===== src/rtl/risc_v_mike_pkg.sv =====
// Shared types and constants for the risc_v_mike memory-bus fabric.
//   t_bus_state     : fabric FSM states (IDLE, ACCESS, RESP)
//   BUS_BE_W        : byte-enable width of the 32-bit core bus
//   BUS_MAX_REGIONS : upper bound on the number of decoded slave regions
//   t_bus_req       : one core request as seen on the 32-bit core bus
package risc_v_mike_pkg;

  localparam int DATA_32_W       = 32;
  localparam int ADDR_32_W       = 32;
  localparam int BUS_BE_W        = DATA_32_W / 8;
  localparam int BUS_MAX_REGIONS = 8;

  typedef enum logic [1:0] {
    IDLE   = 2'd0,
    ACCESS = 2'd1,
    RESP   = 2'd2
  } t_bus_state;

  typedef struct packed {
    logic [ADDR_32_W-1:0] addr;
    logic                 write;
    logic [DATA_32_W-1:0] wdata;
    logic [BUS_BE_W-1:0]  be;
  } t_bus_req;

endpackage


===== src/rtl/risc_v_mike_bus_decode.sv =====
// Combinational region decoder.
//   addr : byte address to decode
//   hit  : one-hot region hit; when regions overlap the lowest index wins
//   miss : no region matched
// Region i matches when (addr & mask_i) == base_i, where base_i and mask_i
// occupy bits [i*ADDR_W +: ADDR_W] of REGION_BASE / REGION_MASK.
module risc_v_mike_bus_decode
  import risc_v_mike_pkg::*;
#(
  parameter int                            NUM_REGIONS = 4,
  parameter int                            ADDR_W      = 32,
  parameter logic [NUM_REGIONS*ADDR_W-1:0] REGION_BASE = '0,
  parameter logic [NUM_REGIONS*ADDR_W-1:0] REGION_MASK = '0
) (
  input  logic [ADDR_W-1:0]      addr,
  output logic [NUM_REGIONS-1:0] hit,
  output logic                   miss
);

  // Walk from the highest index down so the lowest matching index is the
  // last writer and therefore wins.
  always_comb begin
    hit  = '0;
    miss = 1'b1;
    for (int i = NUM_REGIONS - 1; i >= 0; i--) begin
      if ((addr & REGION_MASK[i*ADDR_W +: ADDR_W]) == REGION_BASE[i*ADDR_W +: ADDR_W]) begin
        hit    = '0;
        hit[i] = 1'b1;
        miss   = 1'b0;
      end
    end
  end

endmodule


===== src/rtl/risc_v_mike_bus_fabric.sv =====
// Memory-bus fabric between the multicycle core and its slave regions.
// Decodes one request at a time into a one-hot slave select, waits for the
// selected slave's ready, and returns a one-cycle registered response.
//
// Ports:
//   clk, rst        : clock, asynchronous active-low reset
//   req_*           : core request (valid/ready, addr, write, wdata, be)
//   resp_*          : one-cycle response pulse with rdata / error
//   slv_sel/..._be  : registered slave-side request, held during ACCESS
//   slv_ready/rdata : per-region completion and packed read data
//   dbg_state       : current FSM state
//
// Handshake: a request transfers on a clock edge where req_valid and
// req_ready are both high. req_ready is high only in IDLE, so at most one
// transaction is in flight; request inputs are ignored until the next IDLE.
//
// Optional macro BUS_TIMEOUT_EN: abort an ACCESS with an error after
// TIMEOUT_CYCLES cycles without slave ready.
module risc_v_mike_bus_fabric
  import risc_v_mike_pkg::*;
#(
  parameter int                            NUM_REGIONS    = 4,
  parameter int                            ADDR_W         = 32,
  parameter int                            DATA_W         = 32,
  parameter logic [NUM_REGIONS*ADDR_W-1:0] REGION_BASE    =
    {32'hFFFF0000, 32'h00400000, 32'h7FFFE000, 32'h10010000},
  parameter logic [NUM_REGIONS*ADDR_W-1:0] REGION_MASK    =
    {32'hFFFFFF00, 32'hFFC00000, 32'hFFFFE000, 32'hFFFF0000},
  parameter int                            TIMEOUT_CYCLES = 15
) (
  input  logic                          clk,
  input  logic                          rst,
  input  logic                          req_valid,
  output logic                          req_ready,
  input  logic [ADDR_W-1:0]             req_addr,
  input  logic                          req_write,
  input  logic [DATA_W-1:0]             req_wdata,
  input  logic [DATA_W/8-1:0]           req_be,
  output logic                          resp_valid,
  output logic [DATA_W-1:0]             resp_rdata,
  output logic                          resp_error,
  output logic [NUM_REGIONS-1:0]        slv_sel,
  output logic                          slv_write,
  output logic [ADDR_W-1:0]             slv_addr,
  output logic [DATA_W-1:0]             slv_wdata,
  output logic [DATA_W/8-1:0]           slv_be,
  input  logic [NUM_REGIONS-1:0]        slv_ready,
  input  logic [NUM_REGIONS*DATA_W-1:0] slv_rdata,
  output t_bus_state                    dbg_state
);

  localparam int BE_W = DATA_W / 8;

  t_bus_state              state, state_nxt;
  logic [NUM_REGIONS-1:0]  dec_hit;
  logic                    dec_miss;
  logic                    req_err;
  logic [ADDR_W-1:0]       hit_mask;
  logic [DATA_W-1:0]       sel_rdata;
  logic                    sel_ready;
  logic                    timeout;

  logic [NUM_REGIONS-1:0]  sel_q;
  logic                    write_q;
  logic [ADDR_W-1:0]       addr_q;
  logic [DATA_W-1:0]       wdata_q;
  logic [BE_W-1:0]         be_q;
  logic [DATA_W-1:0]       rdata_q;
  logic                    err_q;

  risc_v_mike_bus_decode #(
    .NUM_REGIONS (NUM_REGIONS),
    .ADDR_W      (ADDR_W),
    .REGION_BASE (REGION_BASE),
    .REGION_MASK (REGION_MASK)
  ) u_decode (
    .addr (req_addr),
    .hit  (dec_hit),
    .miss (dec_miss)
  );

  // Unmapped and non-word-aligned requests never reach a slave.
  assign req_err = dec_miss || (req_addr[1:0] != 2'b00);

  // Ready bits of unselected regions are masked off here.
  assign sel_ready = |(slv_ready & sel_q);

  always_comb begin
    hit_mask = '0;
    for (int i = 0; i < NUM_REGIONS; i++) begin
      if (dec_hit[i]) hit_mask = REGION_MASK[i*ADDR_W +: ADDR_W];
    end
  end

  always_comb begin
    sel_rdata = '0;
    for (int i = 0; i < NUM_REGIONS; i++) begin
      if (sel_q[i]) sel_rdata = slv_rdata[i*DATA_W +: DATA_W];
    end
  end

`ifdef BUS_TIMEOUT_EN
  localparam int TMO_W = $clog2(TIMEOUT_CYCLES + 1);
  logic [TMO_W-1:0] tmo_cnt;

  // Held at zero outside ACCESS, so it is cleared on every entry.
  always_ff @(posedge clk or negedge rst) begin
    if (!rst)                 tmo_cnt <= '0;
    else if (state != ACCESS) tmo_cnt <= '0;
    else                      tmo_cnt <= tmo_cnt + 1'b1;
  end

  // Slave ready in the last allowed cycle still wins over the timeout.
  assign timeout = (state == ACCESS) && !sel_ready &&
                   (tmo_cnt == TMO_W'(TIMEOUT_CYCLES - 1));
`else
  localparam int unused_timeout_cycles = TIMEOUT_CYCLES;
  assign timeout = 1'b0;
`endif

  always_ff @(posedge clk or negedge rst) begin
    if (!rst) state <= IDLE;
    else      state <= state_nxt;
  end

  always_comb begin
    state_nxt = state;
    unique case (state)
      IDLE:    if (req_valid) state_nxt = req_err ? RESP : ACCESS;
      ACCESS:  if (sel_ready || timeout) state_nxt = RESP;
      RESP:    state_nxt = IDLE;
      default: state_nxt = IDLE;
    endcase
  end

  // Slave-side request and response registers. The response registers are
  // zero everywhere except during the RESP cycle.
  always_ff @(posedge clk or negedge rst) begin
    if (!rst) begin
      sel_q   <= '0;
      write_q <= 1'b0;
      addr_q  <= '0;
      wdata_q <= '0;
      be_q    <= '0;
      rdata_q <= '0;
      err_q   <= 1'b0;
    end else begin
      unique case (state)
        IDLE: begin
          if (req_valid) begin
            if (req_err) begin
              err_q <= 1'b1;
            end else begin
              sel_q   <= dec_hit;
              write_q <= req_write;
              addr_q  <= req_addr & ~hit_mask;
              wdata_q <= req_wdata;
              be_q    <= req_write ? req_be : '1;
            end
          end
        end
        ACCESS: begin
          if (sel_ready) begin
            sel_q   <= '0;
            rdata_q <= write_q ? '0 : sel_rdata;
          end else if (timeout) begin
            sel_q <= '0;
            err_q <= 1'b1;
          end
        end
        RESP: begin
          rdata_q <= '0;
          err_q   <= 1'b0;
        end
        default: begin
          sel_q <= '0;
        end
      endcase
    end
  end

  assign req_ready  = (state == IDLE);
  assign resp_valid = (state == RESP);
  assign resp_rdata = rdata_q;
  assign resp_error = err_q;
  assign slv_sel    = sel_q;
  assign slv_write  = write_q;
  assign slv_addr   = addr_q;
  assign slv_wdata  = wdata_q;
  assign slv_be     = be_q;
  assign dbg_state  = state;

endmodule

===== config.mk =====
export PLATFORM = sky130hd
export DESIGN_NAME = risc_v_mike_bus_fabric
export DESIGN_NICKNAME = d
export VERILOG_FILES = /design/src/rtl/risc_v_mike_pkg.sv /design/src/rtl/risc_v_mike_bus_decode.sv /design/src/rtl/risc_v_mike_bus_fabric.sv
export SDC_FILE = /design/constraint.sdc
export NUM_CORES = 1
export LEC_CHECK = 0
export CORE_ASPECT_RATIO = 1.2
export CORE_MARGIN = 1
export CORE_UTILIZATION = 35
export DETAILED_ROUTE_END_ITERATION = 8
export PLACE_DENSITY = 0.76
export SLEW_MARGIN = 10
export SYNTH_ARGS = -nofsm -noshare
export SYNTH_HDL_FRONTEND = slang
export SYNTH_SLANG_ARGS = --single-unit

===== constraint.sdc =====
create_clock -name clk -period 4.1 [get_ports clk]
set_input_delay 0.82 -clock clk [delete_from_list [all_inputs] [get_ports clk]]
set_output_delay 0.82 -clock clk [all_outputs]
set_load 0.01 [all_outputs]

### Word level (Yosys, flattened, before mapping)

Index checks and enable logic that the tools add are counted.
Widths: inputs -> output; s select.

* flip-flop bits (word level): 108
* output and inout port bits: 110
* logic and storage cells: 65

* mux-type cells: 31
* equality and inequality tests: 10
* reduce and logical (&&, ||, !) cells: 11
* bitwise operators: 5

Operator list (number)
* $mux 32: 10
* $pmux 32 s2: 1
* $and 32x32->32: 1
* $mux 4: 8
* $not 32->32: 1
* $eq 24x24->1 const B: 1
* $eq 19x18->1 const B: 1
* $eq 16x13->1 const B: 1
* $pmux 4 s3: 1
* $eq 10x1->1 const B: 1
* $mux 1: 6
* $mux 2: 3
* $ne 2x2->1 const B: 3
* $reduce_and 3->1: 2
* $reduce_bool 2->1: 3
* $and 4x4->4: 1
* $pmux 2 s2: 1
* $reduce_and 2->1: 2
* $reduce_and 4->1: 1
* $reduce_or 4->1: 1
* $eq 2x1->1 const B: 1
* $eq 2x2->1 const B: 1
* $logic_not 2->1: 1
* $ne 2x1->1 const B: 1
* other kinds (3): 4

### Depth between registers and ports, before layout

Gate-level depths: netlist (run 1).

* depth in word-level cells: 11
* mapped depth: 7
* mapped depth without buffers: 5

### Hierarchy

A second synthesis (run 1) with hierarchy kept.

* cell total of the unflattened synthesis: 528
* area, all modules: 4943.5 µm²

By module, submodules not included
* risc_v_mike_bus_fabric: area each 4784.6 µm², cells each 504, times used 1
* risc_v_mike_bus_decode: area each 158.9 µm², cells each 24, times used 1

### Worst setup path before layout (run 1)

Ideal clock, no wire load.

* kind: input to register
* start point: in req_addr[10]
* end point: reg addr_q[2] (netlist: slv_addr[2])
* stages: 7
* library setup time: 0.125 ns
* path slack: 1.565 ns
* data arrival time: 2.410 ns
* data required time: 3.975 ns
* cells stage by stage: or4_1 > nor4_2 > o211ai_1 > nor2b_4 > buf_6 > buf_6 > mux2_4

* word-level cells in the longest chain between the ends: 8
* elaborated cells on any way between the ends: 15
* classes of those cells: eq/ne: 1; mux: 9; bitwise: 3; reduce/logical: 2

Ends and longest elaborated chain
* start, declared: line risc_v_mike_bus_fabric.sv:35 `input logic [ADDR_W-1:0] req_addr,`
* $eq 24x24->1 *: line risc_v_mike_bus_decode.sv:26 `if ((addr & REGION_MASK[i*ADDR_W +: ADDR_W]) == REGION_BASE[i*ADDR_W +: ADDR_W]) begin`
* $mux 4 / $mux 1 (equally long branches) (4 in a row): line risc_v_mike_bus_decode.sv:26
* $mux 32 / $logic_or 1x1->1 (equally long branches): line risc_v_mike_bus_fabric.sv:91, risc_v_mike_bus_fabric.sv:83
* $not 32->32 / $not 1->1 (equally long branches)
* $and 32x32->32 / $reduce_and 3->1 (equally long branches)
* end signal, assigned: line risc_v_mike_bus_fabric.sv:156 `addr_q <= req_addr & ~hit_mask;`
* end, declared: line risc_v_mike_bus_fabric.sv:65 `logic [ADDR_W-1:0] addr_q;`

Every way passes the cells marked *; elsewhere a longest branch is shown, timed or not.
A chain may end at the register's enable or synchronous reset.

### Worst setup path after layout (run 1)

* start point: in req_addr[22]
* end point: reg addr_q[3] (netlist: slv_addr[3])

* word-level cells in the longest chain between the ends: 9
* elaborated cells on any way between the ends: 20
* classes of those cells: eq/ne: 4; mux: 11; bitwise: 3; reduce/logical: 2

Ends and longest elaborated chain
* $eq 10x1->1: line risc_v_mike_bus_decode.sv:26
* $mux 4 (3 in a row): line risc_v_mike_bus_decode.sv:26
* $mux 32 (3 in a row): line risc_v_mike_bus_fabric.sv:91 `if (dec_hit[i]) hit_mask = REGION_MASK[i*ADDR_W +: ADDR_W];`
* $not 32->32: line risc_v_mike_bus_fabric.sv:156
* $and 32x32->32: line risc_v_mike_bus_fabric.sv:156

Parallel ways exist; a longest one is shown, timed or not.

==> run summary, run 1 <==
The tools report the origin of the worst setup path as req_addr[22]. The instance count of the mapped netlist was 436; the top-level I/O count was 314. Origin of the critical flop-to-flop path: slv_sel[2]$_DFFE_PN0P_. In this run the horizontal extent of the chip is 114 µm. Based on the critical path, the design can be clocked at up to 0.335 GHz.

The minimum setup slack in the final design is 1.11 ns. For the maximum level of the CTS H-tree, the log shows 3. Input and output buffers added on the ports amount to 313. In this run the worst hold path is classified as register to register. Using the TritonRoute via totals, the vias-per-cell ratio works out to 5.12. In the synthesized netlist, mux cells make up 14.1% of the area. The run gives 0 as the count of cells resized by post-cts repair. The area of the mapped netlist was 5240 µm². TritonCTS built the clock tree. The sequential-to-total area share from yosys stat is 51.5%. The final critical path takes up 72.8% of the cycle.

Of the total synthesized cell area, the portion taken by XOR and XNOR cells is 0%. Measured against its own limit, the worst slew margin works out to 32.9%. Summing all non-filler instances in the final layout gives an area of 8840 µm². The weighted congestion reported at the end of routability-driven placement was 0.871; the global router's overall resource usage was 21.8%.

The worst-case IR drop observed on VDD is 174 µV. Primary flip-flop cell chosen by synthesis mapping: sky130_fd_sc_hd__dfrtp_1. The number of warning messages in the yosys log was 0. Ranked by total cell area, the synthesized netlist is headed by sky130_fd_sc_hd__dfrtp_1 52%, sky130_fd_sc_hd__mux2_4 13%, sky130_fd_sc_hd__a221oi_1 5.3%. The die outline area is 15500 µm². Of the total synthesized cell area, the portion taken by full adders, half adders and majority gates is 0%. Once detail routing completed, the nets flagged for antenna violations numbered 0. The number of antenna violations at the first check in global routing came out at 0. Summed over all cells, the static leakage comes to 0.00377 µW. In this run the worst path has a maximum fanout of 21.

Entering global routing, the biggest net connects 79 pins. Each instance of the synthesized netlist takes up on average 12.0 µm². Data arrives at the worst endpoint at 3.21 ns. The tools report the required time of the worst setup path as 4.32 ns. The tools report the detailed-router iteration count before antenna repair as 4.

In this run the biggest area consumer among cell types represents 51.5% of the synthesized area. The smallest clock period supported by the final layout is computed as 2.99 ns. By startpoint and endpoint, the worst setup path is classified as input port to register. The tools report the total nets after synthesis as 640. The number of synthesized register bits is 108, and the first-pass GRT wire length is 25700 µm. For this run, asynchronously set or reset flops after synthesis account for 100%. For this block, the routed nets add up to 17200 µm of wire. The share of cells above drive strength 1 is 10.7%, and the largest buffer count on any clock path is 2. After synthesis, the largest family of logic cells by area is compound AO/OA/AOI/OAI gates.

Counting every sink on the clock net gives 108. The worst setup path is captured at a register. In the final layout, flip-flops and latches occupy 2710 µm². The clock insertion delay at the later pin of the skew report came out at 0.34 ns. For the setup skew after layout, the log shows 0.00735 ns. For the final routed database, the setup TNS stands at 0 ns.

OpenSTA, run right after detailed placement, puts the worst setup slack at 0.765 ns. Summed over all nets, the half-perimeter wirelength after detailed placement is 13200 µm. The simple-gate share of the synthesized area was 13.6%; the final-layout fill cell count was 1185. The tools report the instance area after placement as 8530 µm². The total overflow left after global routing is 0. The via count of the first global-routing pass was 4921; the final count of negative-setup-slack endpoints was 0. The startpoint identified for the worst hold timing path is resp_rdata[29]$_DFFE_PN0P_. Summing over every cut layer, the via total after detailed routing is 4796. The tools report the clock tree root driver cell as sky130_fd_sc_hd__clkbuf_16. The initial utilization of the core area, before any placement, comes to 36.1%. The number of antenna diodes in the final layout is 0. In this run, synthesis inferred 0 flip-flops with an integrated enable.

The logs give 14500 µm² for the core footprint and 0 for the number of slew-limit violations in the final report. For the pin with the worst max-slew slack, the measured transition is 1.01 ns. The net count of the finished layout came out at 937. The routed length per placed instance works out to 18.4 µm. sky130_fd_sc_hd__dfrtp_1 takes more of the synthesized area than any other cell. Area added between synthesis and finish: 68.5%. TritonCTS created 9 clock buffers. The worst setup path is launched from an input port. The max-capacitance violation count is 0.

The number of buffers inserted to repair setup after CTS came out at 0. Clock-pin slew on the worst setup and hold paths: 0.06 ns. The total area of multi-input combinational cells is 2350 µm².

Setup repair after global routing left no endpoint under its margin. For this design the ratio of total power to cell area is 252 nW/µm². The synthesized netlist devotes 17.1% of its cell area to compound gates. In the routed design, unresolved DRC markers number 0. The tools report the cts-stage hold buffer count as 0. The number of hold violations in the final report was 0.

The flow ran to the end, and the final reports show no timing, DRC or antenna violations. The netlist uses 43 different library cells. In this run the core area contains 48 standard-cell rows.

For the initial DRC count, the log shows 234. The die outline height works out to 136 µm.
## layout make-up
| type | count | area share [%] |
|---|---|---|
| Clock buffer | 10 | 2.70 |
| Clock inverter | 5 | 0.765 |
| Inverter | 3 | 0.127 |
| Multi-Input combinational cell | 289 | 26.6 |
| Sequential cell | 108 | 30.6 |
| Tap cell | 200 | 2.83 |
| Timing Repair Buffer | 322 | 36.3 |
## cell families after synthesis
logic type      Yosys count
compound gates          119
simple gates            119
flops                   108
mux                      51
buf+inv                  39
## sequential cells by signal (all words and copies together) (netlist names)
register    count
resp_rdata     32
resp_error      1
slv_sel         4
dbg_state       2
slv_be          4
slv_wdata      32
slv_addr       32
slv_write       1
## synthesized netlist by cell type (2+ instances only)
master and n:
sky130_fd_sc_hd__a21oi_1 34, sky130_fd_sc_hd__a221oi_1 32, sky130_fd_sc_hd__a22o_1 10, sky130_fd_sc_hd__and2_1 12, sky130_fd_sc_hd__buf_1 2, sky130_fd_sc_hd__buf_6 6
sky130_fd_sc_hd__clkbuf_1 27, sky130_fd_sc_hd__dfrtp_1 108, sky130_fd_sc_hd__inv_1 3, sky130_fd_sc_hd__mux2_1 3, sky130_fd_sc_hd__mux2_4 45, sky130_fd_sc_hd__mux2i_1 3
sky130_fd_sc_hd__nand2_1 9, sky130_fd_sc_hd__nand2b_1 6, sky130_fd_sc_hd__nand4_1 3, sky130_fd_sc_hd__nor2_1 5, sky130_fd_sc_hd__nor2b_1 33, sky130_fd_sc_hd__nor3_1 33
sky130_fd_sc_hd__nor3b_1 2, sky130_fd_sc_hd__nor4_1 2, sky130_fd_sc_hd__nor4_2 2, sky130_fd_sc_hd__o21a_1 2, sky130_fd_sc_hd__o21ai_1 3, sky130_fd_sc_hd__o2bb2ai_1 32
## cells in the final DEF, fill, tap and decap left out, types with 2 or more instances in the layout
cell                              synthesis  final
sky130_fd_sc_hd__buf_4                    0      9
sky130_fd_sc_hd__mux2_4                  45     45
sky130_fd_sc_hd__dfrtp_1                108    106
sky130_fd_sc_hd__a21oi_1                 34     34
sky130_fd_sc_hd__and2_1                  12     12
sky130_fd_sc_hd__a221oi_1                32     32
sky130_fd_sc_hd__o21ai_1                  3      3
sky130_fd_sc_hd__o2bb2ai_1               32     32
sky130_fd_sc_hd__mux2_1                   3      3
sky130_fd_sc_hd__a22o_1                  10     10
sky130_fd_sc_hd__clkbuf_16                0      9
sky130_fd_sc_hd__nor3_1                  33     33
sky130_fd_sc_hd__nand2_1                  9      9
sky130_fd_sc_hd__clkdlybuf4s50_1          0    312
sky130_fd_sc_hd__dfrtp_2                  0      2
sky130_fd_sc_hd__clkinv_4                 0      2
sky130_fd_sc_hd__mux2i_1                  3      3
sky130_fd_sc_hd__inv_1                    3      3
sky130_fd_sc_hd__nand4_1                  3      3
sky130_fd_sc_hd__o21a_1                   2      2
sky130_fd_sc_hd__nor4_1                   2      2
sky130_fd_sc_hd__nor2_1                   5      4
sky130_fd_sc_hd__nor3b_1                  2      2
sky130_fd_sc_hd__nand2b_1                 6      6
sky130_fd_sc_hd__nor2b_1                 33     32
sky130_fd_sc_hd__nor4_2                   2      2
## power by group
part / switching, µW / internal [µW] / total, µW
combinational: 80.0 / 190 / 270
sequential: 4.13 / 1070 / 1070
clock: 393 / 496 / 889
total: 477 / 1750 / 2230
## layer usage
| layer | global-route usage [%] | part of all wire [%] | vias up |
|---|---|---|---|
| met5 | 0 | 0 | - |
| met4 | 8.70 | 2.8 | 0 |
| met3 | 7.40 | 8.9 | 32 |
| met2 | 38.5 | 50 | 248 |
| met1 | 24.0 | 39 | 2284 |
| li1 | - | - | 2232 |
## path summary, 6_finish.rpt
path / to / slack (ns) / cells past startpoint
worst min register to register: resp_rdata[29]$_DFFE_PN0P_ / 0.49 / 1
worst max-delay path: slv_addr[3]$_DFFE_PN0P_ / 1.11 / 7
max in group asynchronous: resp_rdata[20]$_DFFE_PN0P_ / 2.52 / 2
min in group asynchronous: slv_wdata[4]$_DFFE_PN0P_ / 0.62 / 1
worst max register to register: resp_rdata[9]$_DFFE_PN0P_ / 1.66 / 6
worst min-delay path: resp_rdata[29]$_DFFE_PN0P_ / 0.49 / 1
## critical path, cell delays in order
cell and delay, ns:
sky130_fd_sc_hd__clkdlybuf4s50_1 0.49, sky130_fd_sc_hd__nor4b_1 0.47, sky130_fd_sc_hd__a31oi_1 0.22, sky130_fd_sc_hd__nor3_2 0.39, sky130_fd_sc_hd__nor2b_4 0.24, sky130_fd_sc_hd__buf_4 0.26, sky130_fd_sc_hd__mux2_4 0.31
## per-stage QoR
stage | total power (µW) | utilization (%) | hold WS (ns) | std cells
floorplan | 1120 | - | 0.522 | 436
global placement | 1360 | 58.7 | 0.470 | 922
detailed placement | 1370 | 58.7 | 0.474 | 922
CTS | 2270 | 60.8 | 0.493 | 937
global route | 2320 | 60.8 | 0.501 | 937
finish | 2230 | 60.8 | 0.488 | 937
(Power assumes the default switching activity.)
==> inputs of run 2 (changes only) <==
==> constraint.sdc (replaced) <==
create_clock -name clk -period 3.1 [get_ports clk]
set_input_delay 0.62 -clock clk [delete_from_list [all_inputs] [get_ports clk]]
set_output_delay 0.62 -clock clk [all_outputs]
set_load 0.01 [all_outputs]
==> run 2 against run 1 <==
Net effect:
- routed wire length increased by 0.66%
- largest power group unchanged
- power is 30% higher
- worst setup slack worse by 0.65 ns
- worst hold slack lost 0.22 ns
- non-clock buffer count rose by 7
- clock power up 27%
- highest routed layer unchanged
==> run summary, run 2 (synthesis gave the netlist of run 1 again) <==
The half-perimeter wire length after detailed placement was 13600 µm; the clock insertion delay at the later pin of the skew report was 0.34 ns. CTS placed an instance of sky130_fd_sc_hd__clkbuf_16 at the clock tree root. After clock tree synthesis, the repair step resized 0 gates. The die is 136 µm tall. The core region is 14500 µm². For this design the static power due to leakage is 0.00381 µW.

The max-capacitance violation count is 0, and the detailed-router iteration count before antenna repair is 4. The post-route netlist has 11.7% of its cells at a drive strength greater than 1. The number of hold buffers added after CTS was 0.

Input and output buffers added on the ports amount to 313. For the worst setup path, the data arrival time is 2.85 ns. Dividing total power by cell area gives a power density of 327 nW/µm².

Routed signal wires occupy layers up through met4. From synthesis to final layout, the design area changed by 70.0%. The run finished with clean final reports.

Together, buffers and inverters on the worst path number 2. The worst path meets setup with 0.463 ns of slack. The number of hold violations in the final report was 0. The tools report the fmax as 0.379 GHz. The worst setup path is of the input port to register kind. Entering global routing, the biggest net connects 65 pins. Summed over all layers, the routed wires come to 17300 µm. The logs give 314 for the top-level I/O count and 3.32 ns for the required time of the worst setup path. In this run the number of H-tree levels came out at 3. The smallest clock period supported by the final layout is computed as 2.64 ns. For this block, wires on met1 add up to 6320 µm. The clock drives 108 sinks. The number of diodes is 0, and the width of the die is 114 µm.

First-pass GRT wire length: 26400 µm. The number of antenna violations at the first check in global routing is 0, and the clock-pin slew on the worst setup and hold paths is 0.08 ns. The initial standard-cell utilization of the core was 36.1%. Dividing the detail-routed via count by the number of cells gives 5.09.

The via count of the first global-routing pass was 5140; the number of slew-limit violations in the final report was 0. Setup violations remaining at the end of the flow were counted as 0. The largest buffer count on any clock path was 2. In this design, the largest share of critical-path delay is due to simple AND/OR/NAND/NOR gates. Along the worst path, the maximum fanout reaches 29. Across all layers, the routed design uses 4809 vias. Before CTS, the worst setup slack after placement is 0.118 ns.

The signal on the critical path passes through clkdlybuf4s50_1 > or4_1 > nor4_2 > o211ai_1 > nor2b_4 > buf_12 > mux2_4. The summed area of non-filler cells in the final layout was 8910 µm²; the routed length per placed instance was 18.3 µm. Adding up every negative setup slack in the final design gives 0 ns.

Across all hold checks on the routed design, the worst slack comes to 0.266 ns. The die covers 15500 µm². The congestion estimate from routability-driven global placement came to 0.896. The library cells used most frequently in the layout, excluding fill and tap cells, are 312 x sky130_fd_sc_hd__clkdlybuf4s50_1, 106 x sky130_fd_sc_hd__dfrtp_1, 45 x sky130_fd_sc_hd__mux2_4.

In this design, the stage delay of the slowest critical-path cell is 0.58 ns. In this run the remaining antenna-violating nets after routing total 0. Setup repair after global routing left no endpoint under its margin. For this run, design rule violations remaining after detail routing come to 0. The tools report the total grt overflow as 0. The run gives 9 as the number of CTS-inserted buffers. The worst min-delay path class is input port to async pin.

The kind of end point of the critical path was a register. The routed length on met2 is 8680 µm. On the final layout, the worst clock skew is 0.00811 ns. The headroom to the max-slew limit is 59.0%, and the global router's overall resource usage is 22.2%. TritonCTS built the clock tree. The number of buffers inserted to repair setup after CTS is 0.

The run gives 48 as the number of placement rows. In this run, the number of DRC markers left after iteration 0 of detailed routing was 156. The most frequent standard cell in the layout excluding fill and tap cells is sky130_fd_sc_hd__clkdlybuf4s50_1. After detailed routing, the met3 layer carries 1750 µm of wire. Nature of the critical path startpoint: an input port. Once placement finished, the instance area stood at 8610 µm². The maximum VDD drop was 326 µV; the transition time at the pin with the least slew margin was 0.615 ns.

For this run, the post-layout net count is 944. On the critical path, the stage with the largest delay is an instance of sky130_fd_sc_hd__or4_1. After layout, the worst path uses 85.1% of the clock period.
[run 2: cell types whose count changed in the layout (fill, tap and decap cells not counted), sizes merged]
cell and delta:
clkinvlp +1, buf +7, bufinv -1, inv +1
[run 2: path summary, 6_finish.rpt]
| check | startpoint | end | slack [ns] | cells after the start |
|---|---|---|---|---|
| worst max-delay path | req_addr[10] | slv_addr[7]$_DFFE_PN0P_ | 0.46 | 7 |
| worst min-delay path | rst | slv_wdata[8]$_DFFE_PN0P_ | 0.27 | 1 |
| worst max register to register | dbg_state[0]$_DFFE_PN0P_ | slv_addr[7]$_DFFE_PN0P_ | 0.84 | 7 |
| worst min register to register | resp_rdata[31]$_DFFE_PN0P_ | resp_rdata[31]$_DFFE_PN0P_ | 0.49 | 1 |
| max in group asynchronous | rst | slv_sel[3]$_DFFE_PN0P_ | 2.06 | 2 |
| min in group clk | resp_rdata[31]$_DFFE_PN0P_ | resp_rdata[31]$_DFFE_PN0P_ | 0.49 | 1 |
[run 2: where the power goes]
part	internal, µW	switching [µW]	leakage [µW]
clock	590	542	0.000146
combinational	254	108	0.00216
sequential	1410	4.59	0.00150
[run 2: layout make-up]
class	instances	area, µm²
fillers	1150	5620
repair buffers	329	3290
flip-flops and latches	108	2710
multi-input cells	289	2350
well taps	200	250
clock buffers	10	239
clock inverters	6	66.3
inverters	3	11.3
[run 2: per-layer routing]
| layer | track usage [%] | up-vias |
|---|---|---|
| met5 | 0 | - |
| met4 | 9.87 | 0 |
| met3 | 7.94 | 41 |
| met2 | 40.0 | 252 |
| met1 | 23.1 | 2276 |
| li1 | - | 2240 |
[run 2: metrics by stage]
stage	util (%)	std cells	power, µW
finish	61.3	945	2910
global route	61.3	945	3040
CTS	61.3	945	2960
detailed placement	59.2	929	1810
global placement	59.2	929	1800
floorplan	-	436	1480
